<file path="src/rtl/sort_engine.sv">
// Put/get sorting responder: loads N words, odd-even transposition sorts them (signed), serves them in order.
// Optional SORT_EARLY_EXIT_EN ends the sort after two consecutive swap-free phases.
module sort_engine #(
  parameter int unsigned N = 5,
  parameter int unsigned W = 32
) (
  input  logic         CLK,
  input  logic         RST_N,
  input  logic [W-1:0] put_x,
  input  logic         EN_put,
  output logic         RDY_put,
  input  logic         EN_get,
  output logic [W-1:0] get,
  output logic         RDY_get
);

  localparam int unsigned CW = $clog2(N + 1);
  localparam int unsigned IW = $clog2(N);
  localparam logic [CW-1:0] LAST = CW'(N - 1);

  typedef enum logic [1:0] {LOAD, SORT, DRAIN} state_e;

  state_e         state_q, state_d;
  logic [CW-1:0]  cnt_q, cnt_d;
  logic [CW-1:0]  phase_q, phase_d;
  logic [W-1:0]   buf_q [N];
  logic [W-1:0]   buf_d [N];
`ifdef SORT_EARLY_EXIT_EN
  logic [1:0]     clean_q, clean_d;
  logic           swapped;
`endif

  // Next-state, counter and buffer update for load / sort phase / drain
  always_comb begin
    state_d = state_q;
    cnt_d   = cnt_q;
    phase_d = phase_q;
    buf_d   = buf_q;
`ifdef SORT_EARLY_EXIT_EN
    clean_d = clean_q;
    swapped = 1'b0;
`endif
    case (state_q)
      LOAD: begin
        if (EN_put) begin
          buf_d[IW'(cnt_q)] = put_x;
          if (cnt_q == LAST) begin
            state_d = SORT;
            cnt_d   = '0;
            phase_d = '0;
`ifdef SORT_EARLY_EXIT_EN
            clean_d = 2'd0;
`endif
          end else begin
            cnt_d = cnt_q + CW'(1);
          end
        end
      end
      SORT: begin
        // Pairs are disjoint within a phase, so every compare reads the pre-phase values
        for (int unsigned i = 0; i < N - 1; i++) begin
          if (1'(i) == phase_q[0] &&
              $signed(buf_q[IW'(i)]) > $signed(buf_q[IW'(i + 1)])) begin
            buf_d[IW'(i)]     = buf_q[IW'(i + 1)];
            buf_d[IW'(i + 1)] = buf_q[IW'(i)];
`ifdef SORT_EARLY_EXIT_EN
            swapped = 1'b1;
`endif
          end
        end
        phase_d = phase_q + CW'(1);
`ifdef SORT_EARLY_EXIT_EN
        clean_d = swapped ? 2'd0 : clean_q + 2'd1;
        if (phase_q == LAST || (!swapped && clean_q == 2'd1)) begin
`else
        if (phase_q == LAST) begin
`endif
          state_d = DRAIN;
          phase_d = '0;
        end
      end
      DRAIN: begin
        if (EN_get) begin
          if (cnt_q == LAST) begin
            state_d = LOAD;
            cnt_d   = '0;
          end else begin
            cnt_d = cnt_q + CW'(1);
          end
        end
      end
      default: state_d = LOAD;
    endcase
  end

  always_ff @(posedge CLK or negedge RST_N) begin
    if (!RST_N) begin
      state_q <= LOAD;
      cnt_q   <= '0;
      phase_q <= '0;
`ifdef SORT_EARLY_EXIT_EN
      clean_q <= 2'd0;
`endif
    end else begin
      state_q <= state_d;
      cnt_q   <= cnt_d;
      phase_q <= phase_d;
`ifdef SORT_EARLY_EXIT_EN
      clean_q <= clean_d;
`endif
    end
  end

  // Data storage needs no reset: it is always fully written before it is read
  always_ff @(posedge CLK) begin
    buf_q <= buf_d;
  end

  assign RDY_put = (state_q == LOAD);
  assign RDY_get = (state_q == DRAIN);
  assign get     = (state_q == DRAIN) ? buf_q[IW'(cnt_q)] : '0;

endmodule

</file>
<file path="config.mk">
export PLATFORM = sky130hd
export DESIGN_NAME = sort_engine
export DESIGN_NICKNAME = d
export VERILOG_FILES = /design/src/rtl/sort_engine.sv
export SDC_FILE = /design/constraint.sdc
export NUM_CORES = 1
export LEC_CHECK = 0
export CAP_MARGIN = 20
export CORE_MARGIN = 2
export CORE_UTILIZATION = 60
export CTS_CLUSTER_DIAMETER = 100
export CTS_CLUSTER_SIZE = 8
export DETAILED_ROUTE_END_ITERATION = 8
export PLACE_DENSITY = 0.87
export SYNTH_ARGS = -nofsm -noshare
export SYNTH_HDL_FRONTEND = slang
export SYNTH_SLANG_ARGS = --single-unit
</file>
<file path="constraint.sdc">
create_clock -name CLK -period 4.4 [get_ports CLK]
set_input_delay 0.44 -clock CLK [delete_from_list [all_inputs] [get_ports CLK]]
set_output_delay 0.44 -clock CLK [all_outputs]
set_load 0.01 [all_outputs]
</file>
==> flow_summary.json <==
{
  "status": "complete, no violations",
  "crit_path_end_kind": "primary output",
  "syn_nets": 1397,
  "drive_gt1_frac": 0.0617,
  "ys_ff_latch": 168,
  "hold_viol": 0,
  "wirelength_mm": 38.9,
  "gr-usage-all-layers": 0.362,
  "cp_max_fo": 17,
  "drt_iter0_drc": 1475,
  "slew_violations": 0,
  "ys_warn_count": 0,
  "rows": 52,
  "first_global_vias": 11195,
  "syn_area_per_cell_um2": 9.97,
  "setup_tns_ps": 0,
  "fillers": 1440,
  "ys.flop_type": "edfxtp_1",
  "antennaDiodeCount": 0,
  "synth_cell_types": 53,
  "critical_path_buf_inv_count": 2,
  "cp-start-kind": "flip-flop",
  "dr.pass1.iters": 8,
  "max_stage_delay_ps": 880,
  "port_buffers": 69,
  "cts_buffers": 17,
  "final_nets": 1436,
  "ant_nets": 0,
  "path_cells": "nand2b_1 -> buf_4 -> o22ai_1 -> a221oi_1 -> nor2_1 -> clkdlybuf4s50_1",
  "fp.dieW_um": 147,
  "highest_layer": "met4",
  "critical_path_class": "flip-flop to primary output",
  "cts_tree": "built",
  "arrival_ps": 3320,
  "yosys.cell_count.top_type": "edfxtp_1",
  "worstPathRequired_ps": 3960,
  "synth_area_leaders": "edfxtp_1 (39%), ha_1 (13%), a221o_1 (10%)",
  "cts-htree-levels": 4,
  "hpwl_mm": 25.8,
  "async_reset_ff_frac": 0.0476,
  "synth_xor_area_frac": 0,
  "yosys.area_share.simple": 0.107,
  "met1Wirelength_mm": 14.4,
  "yosysSeqAreaShare": 0.409,
  "fp.dieArea_um2": 21600,
  "grt_pass1_wl_mm": 60.8,
  "post-cts-setup-buffer-count": 0,
  "holdBufCountCts": 0,
  "grt_start_max_net_pins": 57,
  "io_pins": 70,
  "dr_wl_met2_mm": 16.8,
  "synthAdderAreaFrac": 0.135,
  "fin_crit_sh": 0.855,
  "vias": 11328,
  "cp_top_family": "simple AND/OR/NAND/NOR gates",
  "max_freq_mhz": 266,
  "synth_compound_area_frac": 0.249,
  "clock_latency_ps": 440,
  "synth.top_cell.area_share": 0.392,
  "viasPerCell": 7.30,
  "rsz0062_at_grt": "no",
  "hp-class": "input port to async pin",
  "cts-resized-gates": 0,
  "worstMarginPinSlew_ps": 1110,
  "finalCriticalPeriod_ps": 3760,
  "finClkSkew_ps": 10.4,
  "synth_top_area_cell": "edfxtp_1",
  "wl_per_cell_um": 25.1,
  "route.met3.wl_mm": 5.65,
  "syn-cell-area_um2": 12200,
  "routabilityCongestion": 0.960,
  "clockBufferDepth": 2,
  "slew_headroom": 0.257,
  "die_h_um": 147,
  "clk_pin_slew_ps": 70,
  "core_area_um2": 20100,
  "syn_to_final_growth_pct": 12.9,
  "grt_remaining_overflow": 0,
  "netlist_instances": 1229,
  "synthMuxAreaShare": 0.0290,
  "synth_edf_count": 160,
  "synthTopCellsByCount": "edfxtp_1 (160), nor2_1 (140), inv_1 (138), ha_1 (132), a221o_1 (128)",
  "initial_core_util": 0.609,
  "cp_slowest_cell": "nand2b_1",
  "cts.sinks": 168,
  "cap_viol_max_count": 0,
  "antenna_found_initial": 0,
  "drc_errors": 0,
  "synth_top_family_by_area": "compound AO/OA/AOI/OAI gates",
  "setup_viol": 0,
  "cts-root-buf": "clkbuf_16"
}
[area by class of cell]
type | count | area (um2) | share of cell area
Clock buffer | 18 | 429 | 0.0310
Clock inverter | 14 | 155 | 0.0112
Inverter | 138 | 518 | 0.0375
Multi-Input combinational cell | 845 | 6440 | 0.466
Sequential cell | 168 | 5010 | 0.362
Tap cell | 270 | 338 | 0.0244
Timing Repair Buffer | 98 | 933 | 0.0675
[logic make-up after synthesis]
| logic type | after synthesis |
|---|---|
| buffers and inverters | 216 |
| AND/OR/NAND/NOR | 291 |
| flip-flops | 168 |
| AO/OA/AOI/OAI | 387 |
| adder cells (fa/ha/maj) | 132 |
| multiplexers | 35 |
[sequential cells by signal, summed over array words and instances, names as in the netlist]
register,flops
buf_q,160
phase_q,3
state_q,2
cnt_q,3
[per-stage QoR]
step | cell area [um2] | cells | hold WS (ps) | utilization | setup slack, ps
floorplan | 12200 | 1229 | 144 | - | 1020
global route | 13800 | 1551 | 302 | 0.688 | 608
finish | 13800 | 1551 | 278 | 0.688 | 637
detailed placement | 13200 | 1519 | 513 | 0.659 | 859
CTS | 13800 | 1551 | 296 | 0.688 | 825
global placement | 13200 | 1519 | 489 | 0.659 | 960
[worst reg2reg max path, stage by stage, from the launching register on]
cell      delay [ps]
edfxtp_1         500
ha_1             360
nand4_1          190
nor4_1           570
and2_1           250
o31ai_1          100
nand3b_1         180
mux2i_4          530
o21bai_4         420
buf_12           270
[cells in the final DEF (no fill, tap or decap), types with 26 or more instances in the layout]
cell	n
a21oi_1	58
a221o_1	128
a221oi_1	35
buf_4	27
clkdlybuf4s50_1	69
edfxtp_1	160
ha_1	132
inv_1	138
mux2i_1	33
nand2_1	70
nand4_1	26
nor2_1	140
o22ai_1	64
o2bb2ai_1	32
[final timing paths]
path	from	to	slack, ps	depth (start not counted)
hold / removal	RST_N	state_q[0]	280	1
min in group CLK	phase_q[2]	state_q[0]	520	1
setup reg to reg	buf_q[58]	buf_q[20]	700	9
hold reg to reg	phase_q[2]	state_q[0]	520	1
setup / recovery	cnt_q[2]	get[1]	640	6
max in group asynchronous	RST_N	cnt_q[0]	3820	1
[metal layers]
layer,up-vias,track usage
met4,0,0.170
met3,228,0.0953
met2,1004,0.551
met1,5242,0.486
met5,-,0
li1,4854,-
Power is left out: the tool's default activity adds up to more than one toggle a clock period on the data nets, which glitch-free logic cannot reach.
